### config.mk
export PLATFORM = sky130hd
export DESIGN_NAME = cpu_lsu
export DESIGN_NICKNAME = d
export VERILOG_FILES = /design/src/rtl/cpu_lsu.sv
export SDC_FILE = /design/constraint.sdc
export NUM_CORES = 1
export LEC_CHECK = 0
export ABC_AREA = 1
export CORE_MARGIN = 4
export CORE_UTILIZATION = 44
export CTS_CLUSTER_DIAMETER = 100
export DETAILED_ROUTE_END_ITERATION = 10
export GPL_TIMING_DRIVEN = 1
export HOLD_SLACK_MARGIN = 0.02
export PLACE_DENSITY_LB_ADDON = 0.05
export SKIP_LAST_GASP = 1
export SYNTH_ARGS = -nofsm -noshare
export SYNTH_HDL_FRONTEND = slang
export SYNTH_SLANG_ARGS = --single-unit
### constraint.sdc
create_clock -name clk -period 2.3 [get_ports clk]
set_input_delay 0.345 -clock clk [delete_from_list [all_inputs] [get_ports clk]]
set_output_delay 0.345 -clock clk [all_outputs]
set_load 0.01 [all_outputs]
### src/rtl/cpu_lsu.sv
// Load/store unit: turns execute-stage load/store commands into single
// dmem transactions with byte enables, store replication, load extension,
// alignment checking and an optional ack timeout.
//
// Handshake: dmem_req_o rises on the first REQ cycle and stays high, with every
// dmem_* output frozen, until dmem_ack_i is sampled high on a rising edge. The
// transfer completes on that edge. dmem_ack_i is ignored in any other cycle.
//
// state_o exposes the FSM state for debug: 0=IDLE, 1=REQ, 2=DONE.
module cpu_lsu #(
  parameter int TIMEOUT_CYC = 255
) (
  input  logic        clk,
  input  logic        rst_n,
  input  logic        valid_i,
  input  logic [1:0]  cmd_i,
  input  logic [2:0]  sx_i,
  input  logic [1:0]  st_size_i,
  input  logic [31:0] addr_i,
  input  logic [31:0] wdata_i,
  output logic        stall_o,
  output logic [31:0] rdata_o,
  output logic        rdata_vld_o,
  output logic        err_o,
  output logic        dmem_req_o,
  output logic        dmem_we_o,
  output logic [31:0] dmem_addr_o,
  output logic [3:0]  dmem_be_o,
  output logic [31:0] dmem_wdata_o,
  input  logic        dmem_ack_i,
  input  logic [31:0] dmem_rdata_i,
  output logic [1:0]  state_o
);

  typedef enum logic [1:0] {
    IDLE = 2'd0,
    REQ  = 2'd1,
    DONE = 2'd2
  } state_t;

  // Counter only has to reach TIMEOUT_CYC-1; the timeout fires on that cycle.
  localparam int CNT_W = (TIMEOUT_CYC > 1) ? $clog2(TIMEOUT_CYC) : 1;
  localparam logic [CNT_W-1:0] TO_LAST =
    CNT_W'((TIMEOUT_CYC > 0) ? TIMEOUT_CYC - 1 : 0);

  state_t            state_q, state_d;
  logic [CNT_W-1:0]  cnt_q;
  logic              ld_q;
  logic              sgn_q;
  logic [1:0]        off_q;
  logic [1:0]        size_q;

  logic              mem_op;
  logic              is_load;
  logic [1:0]        size_c;
  logic              legal_c;
  logic [3:0]        be_c;
  logic [31:0]       wdata_c;
  logic              timeout_hit;
  logic [31:0]       shifted;
  logic [31:0]       ext_c;

  assign mem_op      = valid_i && cmd_i[1];
  assign is_load     = cmd_i[0];
  assign size_c      = is_load ? sx_i[1:0] : st_size_i;
  assign timeout_hit = (TIMEOUT_CYC != 0) && (cnt_q == TO_LAST);
  assign state_o     = state_q;

  // Decode legality, byte enables and replicated store data of the presented access.
  always_comb begin
    legal_c = 1'b1;
    be_c    = 4'b1111;
    wdata_c = wdata_i;
    unique case (size_c)
      2'b00: begin
        legal_c = (addr_i[1:0] == 2'b00);
        be_c    = 4'b1111;
        wdata_c = wdata_i;
      end
      2'b01: begin
        legal_c = !addr_i[0];
        be_c    = addr_i[1] ? 4'b1100 : 4'b0011;
        wdata_c = {2{wdata_i[15:0]}};
      end
      2'b10: begin
        be_c    = 4'b0001 << addr_i[1:0];
        wdata_c = {4{wdata_i[7:0]}};
      end
      default: begin
        legal_c = 1'b0;
        be_c    = 4'b0000;
        wdata_c = wdata_i;
      end
    endcase
  end

  // Align returned read data to bit 0 and extend it to 32 bits.
  always_comb begin
    shifted = dmem_rdata_i >> {off_q, 3'b000};
    ext_c   = shifted;
    unique case (size_q)
      2'b01:   ext_c = {{16{sgn_q & shifted[15]}}, shifted[15:0]};
      2'b10:   ext_c = {{24{sgn_q & shifted[7]}}, shifted[7:0]};
      default: ext_c = shifted;
    endcase
  end

  // Next-state logic and the combinational pipeline hold.
  always_comb begin
    state_d = state_q;
    stall_o = 1'b0;
    unique case (state_q)
      IDLE: begin
        if (mem_op) begin
          stall_o = 1'b1;
          state_d = legal_c ? REQ : DONE;
        end
      end
      REQ: begin
        stall_o = 1'b1;
        if (dmem_ack_i || timeout_hit) state_d = DONE;
      end
      DONE:    state_d = IDLE;
      default: state_d = IDLE;
    endcase
  end

  // State register.
  always_ff @(posedge clk) begin
    if (!rst_n) state_q <= IDLE;
    else        state_q <= state_d;
  end

  // Bus registers, captured access attributes, timeout counter and result strobes.
  always_ff @(posedge clk) begin
    if (!rst_n) begin
      dmem_req_o   <= 1'b0;
      dmem_we_o    <= 1'b0;
      dmem_addr_o  <= '0;
      dmem_be_o    <= '0;
      dmem_wdata_o <= '0;
      rdata_o      <= '0;
      rdata_vld_o  <= 1'b0;
      err_o        <= 1'b0;
      cnt_q        <= '0;
      ld_q         <= 1'b0;
      sgn_q        <= 1'b0;
      off_q        <= 2'b00;
      size_q       <= 2'b00;
    end else begin
      rdata_vld_o <= 1'b0;
      err_o       <= 1'b0;
      unique case (state_q)
        IDLE: begin
          if (mem_op) begin
            if (legal_c) begin
              dmem_req_o   <= 1'b1;
              dmem_we_o    <= !is_load;
              dmem_addr_o  <= {addr_i[31:2], 2'b00};
              dmem_be_o    <= be_c;
              dmem_wdata_o <= wdata_c;
              ld_q         <= is_load;
              sgn_q        <= sx_i[2];
              off_q        <= addr_i[1:0];
              size_q       <= size_c;
              cnt_q        <= '0;
            end else begin
              err_o <= 1'b1;
            end
          end
        end
        REQ: begin
          if (dmem_ack_i) begin
            dmem_req_o <= 1'b0;
            if (ld_q) begin
              rdata_o     <= ext_c;
              rdata_vld_o <= 1'b1;
            end
          end else if (timeout_hit) begin
            dmem_req_o <= 1'b0;
            err_o      <= 1'b1;
          end else if (TIMEOUT_CYC != 0) begin
            cnt_q <= cnt_q + CNT_W'(1);
          end
        end
        default: ;
      endcase
    end
  end

endmodule

**Word level (Yosys, flattened, before mapping)**

Index checks and enable logic that the tools add are counted.

- Output and inout port bits: 107
- Register bits: 118
- Input bits: 107
- Logic and storage cells: 73

- Multiplexer cells: 28
- Equal/unequal tests: 12
- Bitwise logic cells: 2
- Shifts and indexed selects: 2
- Add/subtract/negate cells: 1
- Reductions and logical operators: 14

Operator list:

| operator | number |
|---|---|
| one-hot mux 32 bit (2 select lines) | 2 |
| 2-to-1 mux 8 bit | 4 |
| >> shifter 32 x 5 -> 32 bit | 1 |
| one-hot mux 8 bit (2 select lines) | 1 |
| one-hot mux 4 bit (3 select lines) | 1 |
| 2-to-1 mux 1 bit | 10 |
| != test 2 bit (second input constant) | 5 |
| AND reduction 3 bit | 3 |
| adder 8 x 1 -> 8 bit (second input constant) | 1 |
| equality test 8 bit (second input constant) | 1 |
| 2-to-1 mux 2 bit | 4 |
| equality test 2 x 1 -> 1 bit (second input constant) | 3 |
| zero test 2 bit | 3 |
| one-hot mux 1 bit (2 select lines) | 3 |
| AND reduction 5 bit | 1 |
| equality test 2 bit (second input constant) | 2 |
| 2-to-1 mux 4 bit | 1 |
| one-hot mux 2 bit (2 select lines) | 1 |
| AND reduction 4 bit | 1 |
| << shifter 1 x 2 -> 4 bit (first input constant) | 1 |
| != test 3 bit (second input constant) | 1 |
| one-hot mux 1 bit (3 select lines) | 1 |
| AND 1 bit | 2 |
| zero test 1 bit | 2 |
| other kinds (4) | 4 |

**Depth between registers and ports, before layout**

Gate-level depths: netlist of run 1.

- Word-level depth: 6
- Depth in mapped cells: 14
- Mapped depth without buffers: 13

**Least setup slack after synthesis of run 1**

No wires, ideal clock.

- Path type: input to register
- Start point: input cmd_i[0]
- End point: register dmem_wdata_o[16]
- Setup time: 0.116 ns
- Buffers on the path: 2
- Stages on the path: 13
- Slack: 0.235 ns
- Data arrival time: 1.949 ns
- Cells stage by stage: inv_1 > or2_2 > o21ai_0 > inv_1 > ha_1 > a21oi_1 > nand2_1 > nand3_2 > nor2_4 > buf_6 > buf_4 > o21ai_0 > nor2_1

- Longest elaborated chain between the ends: 4
- Elaborated cells between the ends (all ways): 7

Ends and longest elaborated chain:

| element | line | RTL |
|---|---|---|
| start: declaration | 16 | `input logic [1:0] cmd_i,` |
| 2-to-1 mux 2 bit * | 65 | `assign size_c = is_load ? sx_i[1:0] : st_size_i;` |
| via size_c[0] | 55 | `logic [1:0] size_c;` |
| equality test 2 bit, or another cell as far along | 74 | `unique case (size_c)` |
| one-hot mux 1 bit (3 select lines) | 74 |  |
| AND reduction 3 bit (no source line) | -- |  |
| end signal: assignment | 161 | `dmem_wdata_o <= wdata_c;` |
| end: declaration | 29 | `output logic [31:0] dmem_wdata_o,` |

The timed path passes the listed nets; every way through them passes the cells marked *.
A chain may end at the register's enable or synchronous reset.

**Final worst setup path of run 1**

- Start point: input sx_i[0]
- End point: register dmem_wdata_o[28]

- Longest elaborated chain between the ends: 4
- Elaborated cells between the ends (all ways): 7

Ends and longest elaborated chain:

| element | line | RTL |
|---|---|---|
| start: declaration | 17 | `input logic [2:0] sx_i,` |
| 2-to-1 mux 2 bit * | 65 |  |
| equality test 2 bit, or another cell as far along | 74 |  |
| one-hot mux 1 bit (3 select lines) | 74 |  |
| AND reduction 3 bit (no source line) | -- |  |

Every way passes the cells marked *; elsewhere a longest branch is shown, timed or not.

==> results by group, run 1 <==
Run status
  – Status: completed

GRT
  – Initial antenna violation count: 0
  – Total GRT Usage: ~24%
  – Vias in the first global route: roughly 5900
  – Largest net degree at the start of global routing: 74
  – Grt ovf: 0
  – First-pass GRT wire length: between 20000 and 30000 um

Yosys
  – Synth Cell Area: roughly 0.0057 sq mm
  – Synth async-reset ratio: 0%
  – Yosys top cell area share: a little over 40%
  – Post-synth top flop: dfxtp_1
  – Count leader, synth: nor2_1
  – Synth warn: 0
  – Seq cells post-synth: 118
  – Syn Area/Cell: between 6 and 7 sq um
  – Register area share after synthesis: a little over 40%
  – Number of synthesized flops with an enable pin: 0
  – Synth area leaders: dfxtp_1 41%, nor2_1 13%, nand2_1 11%
  – Synth area leader: dfxtp_1
  – Cells after Synth: 860
  – Post-synth top cells: 201 x nor2_1, 171 x nand2_1, 118 x dfxtp_1
  – Synth unique cells: 33

Power and ir drop
  – Leakage: roughly 4.0 nW
  – Worst vdd ir: approximately 0.52 mV
  – Power density over cell area: ~660 mW/mm^2

Floorplan
  – Row count: 41
  – I/O pins: between 200 and 250
  – Die Y: around 120 um
  – Starting Density: between 40% and 50%
  – Area of the die: about 0.015 sq mm
  – Core Area: 0.01267 sq mm
  – Die width: 122.1 um

Routing
  – Initial drt markers: between 400 and 500
  – Post-route DRC: 0
  – Final antenna-violating net count: 0
  – Number of iterations in the first detailed-routing pass: 5
  – Drt wl/cell: between 15 and 20 um
  – Final WL: 19800 um
  – Via count: 6271
  – Vias per inst: about 4.9

Finish
  – # nets final: approximately 1200
  – Fillers: around 1100
  – Fin cells: around 1300
  – Post-layout util: just over 70%
  – Final instance area: roughly 0.009 sq mm
  – Area growth syn-to-layout: 57.45%
  – Layout cell share with drive strength beyond 1: 12.42%

Placed design
  – Dpl cells: between 1000 and 1500
  – Hpwl dp: between 10000 and 15000 um
  – PortBufs: ~210
  – Post-DP Area: around 0.0080 sq mm
  – Routability Congestion: 0.8413

Timing
  – Final Hold Viols: 0
  – Final Cycle Share: a little over nine tenths
  – Fin. max-slew vios: 0
  – Final setup fails: 0
  – Max Fclk: 0.4531 GHz
  – Unrepaired setup endpoints after global routing: false
  – Setup Skew: ~0.010 ns
  – Minimum clock period: 2.207 ns
  – Worst Max-Slew Pin Slew: slightly above 0.9 ns
  – Slew headroom: 38.46%

Setup path
  – Worst path slowest cell: clkdlybuf4s50_1
  – CP endpoint kind: register
  – CP max stage delay: just under 0.4 ns
  – Worst path cell trace: clkdlybuf4s50_1, or2_2, o21ai_4, buf_6, ha_2, a21oi_2, nand2_1, nand3_2, nor2_4, clkinv_4, clkbuf_16, nor2_2, nor2_1
  – WP data required: between 2 and 3 ns
  – Worst Path Arrival: about 2.5 ns
  – Startpoint Class: input port
  – R2r setup slk: around 0.52 ns
  – Critical Path Fanout Max: 8
  – WS Path Type: in -> reg

Min path
  – HP Class: in -> reg

CTS
  – CTS H-tree depth: 4
  – Clk_lat worst skew: between 0.4 and 0.5 ns
  – TritonCTS Buffers: 17
  – Clock Tree Buf Depth: 2
  – # clock sinks: between 100 and 150
  – TritonCTS clock tree: yes
  – Root buffer selected by CTS: clkbuf_16
  – CTS clk-pin slew, worst paths: 0.06 ns

Flow run
  – Maximum Capacitance Violations: 0
## worst max-delay path, delay by kind of cell
family          cells  cell delay [ns]
simple gates        6             0.92
buf+inv             4             0.94
compound gates      2             0.11
fa+ha+maj           1             0.17
## kinds of logic after synthesis
| family | share of synthesized area (%) |
|---|---|
| xor gates and xnor gates | 0.4588 |
| other | 0.06547 |
| DFF | 41.24 |
| AOI/OAI and AO/OA | 15.42 |
| adders and majority gates | 1.748 |
| and+or+nand+nor | 31.06 |
| buffers and inverters | 10.00 |
## worst paths after layout
path | depth (start not counted) | to | from
hold / removal | 5 | dmem_we_o | cmd_i[0]
hold reg to reg | 2 | dmem_req_o | dmem_req_o
setup reg to reg | 8 | rdata_o[25] | size_q[0]
setup / recovery | 13 | dmem_wdata_o[28] | sx_i[0]
## area by class of cell
class	instances	area (sq um)	share of cell area, %
Antenna cell	1	2.502	0.02775
Timing Repair inverter	1	5.005	0.05549
Multi-Input combinational cell	618	2900	32.16
Clock buffer	22	484.2	5.369
Inverter	73	284.0	3.149
Clock inverter	10	166.4	1.845
Timing Repair Buffer	253	2599	28.82
Sequential cell	118	2362	26.19
Tap cell	172	215.2	2.386
## through the flow
stage / total power, W / TNS, ns / worst slack, ns / hold slack [ns]
after floorplan: 0.002578 / 0 / 0.2352 / 0.4526
after global placement: 0.003021 / -21.12 / -0.2899 / 0.4471
after detailed placement: 0.003023 / -27.47 / -0.3818 / 0.4540
after CTS: 0.005931 / 0 / 0.03666 / 0.4612
after global routing: 0.006218 / 0 / 0.02790 / 0.4374
final: 0.005983 / 0 / 0.09297 / 0.4262
## power by group
group	internal (W)	switching, W	total (W)
clock network	0.00194	0.000980	0.00292
registers	0.00211	0.0000397	0.00215
logic	0.000456	0.000461	0.000916
total	0.00450	0.00148	0.00598
## placed cells by master (no fill, tap or decap), types with 2 or more instances in the layout
| cell type | Yosys | final |
|---|---|---|
| conb_1 | 1 | 2 |
| inv_6 | 0 | 2 |
| xor2_1 | 2 | 2 |
| nand2_2 | 5 | 5 |
| buf_6 | 4 | 5 |
| nand3_1 | 54 | 54 |
| buf_4 | 14 | 27 |
| nor2_1 | 201 | 169 |
| ha_1 | 8 | 6 |
| buf_12 | 0 | 4 |
| inv_2 | 6 | 7 |
| clkinvlp_4 | 0 | 2 |
| o31ai_1 | 6 | 6 |
| clkbuf_8 | 0 | 4 |
| o22ai_1 | 6 | 6 |
| nand2_1 | 171 | 171 |
| clkdlybuf4s50_1 | 0 | 209 |
| clkinv_4 | 1 | 3 |
| bufinv_16 | 0 | 4 |
| a31oi_1 | 9 | 9 |
| o21ai_1 | 9 | 18 |
| o21ai_0 | 81 | 70 |
| clkbuf_16 | 0 | 23 |
| nand3_2 | 2 | 2 |
| or2_2 | 4 | 4 |
| clkinv_2 | 0 | 2 |
| ha_2 | 0 | 2 |
| a21oi_1 | 42 | 41 |
| clkinv_1 | 2 | 2 |
| inv_1 | 64 | 62 |
| o211ai_1 | 9 | 9 |
| nor2_2 | 1 | 33 |
| dfxtp_1 | 118 | 118 |
| o21ai_2 | 1 | 2 |
## metal layers
metal  vias to the layer above  wire length [um]  track usage [%]
met5                         -                 0                0
met4                         0               335            7.628
met3                        27              1747            10.68
met2                       213              9518            39.43
met1                      2846              8194            29.17
li1                       3185                 -                -
## sequential cells by signal, summed over array words and instances, names as in the netlist, 2 cells and up
| name | count |
|---|---|
| cnt_q | 8 |
| dmem_addr_o | 30 |
| dmem_be_o | 4 |
| dmem_wdata_o | 32 |
| off_q | 2 |
| rdata_o | 32 |
| size_q | 2 |
| state_o | 2 |
## repair_timing
item                                    in CTS  in global routing
endpoints found under the setup margin       0                 83
setup buffers                                0                  2
hold buffers                                 0                  0
resized for setup                            0                 57
No activity file was read; power rests on OpenSTA's default activity.
==> inputs of run 2 (changes only) <==
--- a/config.mk
+++ b/config.mk
@@ -7,13 +7,14 @@
 export LEC_CHECK = 0
 export ABC_AREA = 1
 export CORE_MARGIN = 4
-export CORE_UTILIZATION = 44
+export CORE_UTILIZATION = 45
 export CTS_CLUSTER_DIAMETER = 100
 export DETAILED_ROUTE_END_ITERATION = 10
 export GPL_TIMING_DRIVEN = 1
 export HOLD_SLACK_MARGIN = 0.02
 export PLACE_DENSITY_LB_ADDON = 0.05
 export SKIP_LAST_GASP = 1
+export SLEW_MARGIN = 20
 export SYNTH_ARGS = -nofsm -noshare
 export SYNTH_HDL_FRONTEND = slang
 export SYNTH_SLANG_ARGS = --single-unit
==> results by group, run 2 (synthesis results as in run 1) <==
Run status
  – Status: completed

Setup path
  – Worst reg-to-reg path cell count: 8
  – CP endpoint kind: register
  – Worst Path Arrival: between 2 and 2.5 ns
  – Critical Path Fanout Max: 24
  – Worst setup path endpoint: dmem_addr_o[4]
  – R2r setup slk: ~0.24 ns
  – Startpoint Class: input port
  – RR Startpoint: size_q[0]
  – WS Path Type: in -> reg
  – WP data required: about 2.6 ns
  – Worst setup path start: cmd_i[0]
  – Worst R2R End: rdata_o[26]

CTS
  – CTS H-tree depth: 4
  – CTS clk-pin slew, worst paths: ~0.050 ns
  – TritonCTS clock tree: yes
  – TritonCTS Buffers: 17
  – Clk_lat worst skew: roughly 0.42 ns
  – # clock sinks: 118
  – Root buffer selected by CTS: clkbuf_16
  – Clock Tree Buf Depth: 2

Floorplan
  – Die Y: between 100 and 150 um
  – Area of the die: roughly 0.015 sq mm
  – Core Area: 0.01221 sq mm
  – Die width: around 120 um
  – Row count: 40
  – Starting Density: a little under half
  – I/O pins: 214

Timing
  – Fin. max-slew vios: 0
  – Minimum clock period: ~2.2 ns
  – Final setup fails: 0
  – Max Fclk: between 0.4 and 0.5 GHz
  – Final Hold Viols: 0
  – Worst Max-Slew Pin Slew: 1.049 ns
  – Setup Skew: approximately 0.012 ns
  – Slew headroom: 29.82%
  – Final Cycle Share: a little over nine tenths
  – Unrepaired setup endpoints after global routing: false

Finish
  – Area growth syn-to-layout: 53.12%
  – Commonest non-fill, non-tap cell in the layout: clkdlybuf4s50_1
  – Antenna diodes: 0
  – Commonest non-fill, non-tap cells in the layout: 210 x clkdlybuf4s50_1, 201 x nor2_1, 171 x nand2_1, 118 x dfxtp_1, 76 x o21ai_0
  – Fillers: ~1000
  – Biggest regs: dmem_wdata_o (32), rdata_o (32), dmem_addr_o (30)
  – Layout cell share with drive strength beyond 1: 8.716%
  – Post-layout util: around 72%
  – Footprint of the multi-input gates: between 0.002 and 0.003 sq mm
  – # nets final: approximately 1200
  – Seq. cell area: 0.002362 sq mm

Placed design
  – PortBufs: between 200 and 250
  – Routability Congestion: between 0.8 and 0.9
  – Hpwl dp: 12540 um

Flow run
  – Maximum Capacitance Violations: 0

Power and ir drop
  – Leakage: about 3.9 nW
  – Worst vdd ir: 0.4448 mV
  – Final Total Pwr: just under 0.006 W
  – Power density over cell area: between 600 and 700 mW/mm^2

Min path
  – HP Class: reg -> reg

Routing
  – Vias per inst: roughly 4.9
  – Drt wl/cell: approximately 14 um
  – Post-route DRC: 0
  – Final WL: roughly 18000 um
  – Via count: 6212
  – Number of iterations in the first detailed-routing pass: 5
  – Initial drt markers: between 400 and 500
  – Final antenna-violating net count: 0

GRT
  – Vias in the first global route: around 5800
  – Initial antenna violation count: 0
  – Total GRT Usage: 24.20%
  – Grt ovf: 0
  – First-pass GRT wire length: 28440 um
  – Largest net degree at the start of global routing: 74
[run 2: repair_timing]
action,in CTS,in global routing
resized for setup,1,11
gates cloned,0,1
endpoints found under the setup margin,15,71
setup buffers,0,3
pin swaps,0,2
hold buffers,0,0
[run 2: metal layers]
layer  track usage [%]  vias to the layer above  share of wire [%]
li1                  -                     3179                  -
met2             39.15                      243                 46
met4             8.074                        0                1.8
met1             29.02                     2762                 42
met3             10.06                       28                9.9
met5                 0                        -                  0
[run 2: worst min-delay path by stage]
stage | start | endpoint | slack, ns | cells past startpoint
after floorplan | ld_q | ld_q | 0.45 | 2
after global placement | dmem_wdata_o[6] | dmem_wdata_o[6] | 0.45 | 2
after detailed placement | dmem_be_o[2] | dmem_be_o[2] | 0.45 | 2
after CTS | dmem_be_o[2] | dmem_be_o[2] | 0.46 | 2
after global routing | dmem_be_o[0] | dmem_be_o[0] | 0.49 | 2
final | dmem_be_o[2] | dmem_be_o[2] | 0.46 | 2
[run 2: final cells by class]
| type | count | area share (%) |
|---|---|---|
| inverter | 73 | 3.210 |
| multi-input combinational | 618 | 32.03 |
| sequential | 118 | 26.93 |
| tap | 168 | 2.397 |
| clock inverter | 10 | 1.612 |
| timing repair buffer | 249 | 28.19 |
| clock buffer | 22 | 5.635 |
[run 2: stage by stage]
step | instance area, sq um | setup slack, ns | hold WS (ns) | setup TNS (ns) | instances
after floorplan | 5732 | 0.2352 | 0.4526 | 0 | 861
after global placement | 8060 | -0.3543 | 0.4475 | -24.74 | 1222
after detailed placement | 8060 | -0.4578 | 0.4531 | -30.96 | 1222
after CTS | 8700 | 0.03892 | 0.4628 | 0 | 1254
after global routing | 8771 | 0.002456 | 0.4862 | 0 | 1258
final | 8771 | 0.1316 | 0.4622 | 0 | 1258
[run 2: power by group]
part,internal (W),switching (W),total [W]
Clock,0.00185,0.000978,0.00283
Combinational,0.000437,0.000424,0.000861
Sequential,0.00211,0.0000401,0.00215
[run 2: worst max-delay path, stage by stage]
cell and delay [ns]:
clkdlybuf4s50_1 0.48, inv_1 0.05, or2_2 0.28, o21ai_2 0.08, inv_1 0.10, ha_1 0.22, a21oi_1 0.14, nand2_1 0.09
nand3_2 0.10, nor2_4 0.06, buf_4 0.14, clkbuf_16 0.18, o21ai_0 0.16, nor2_1 0.05
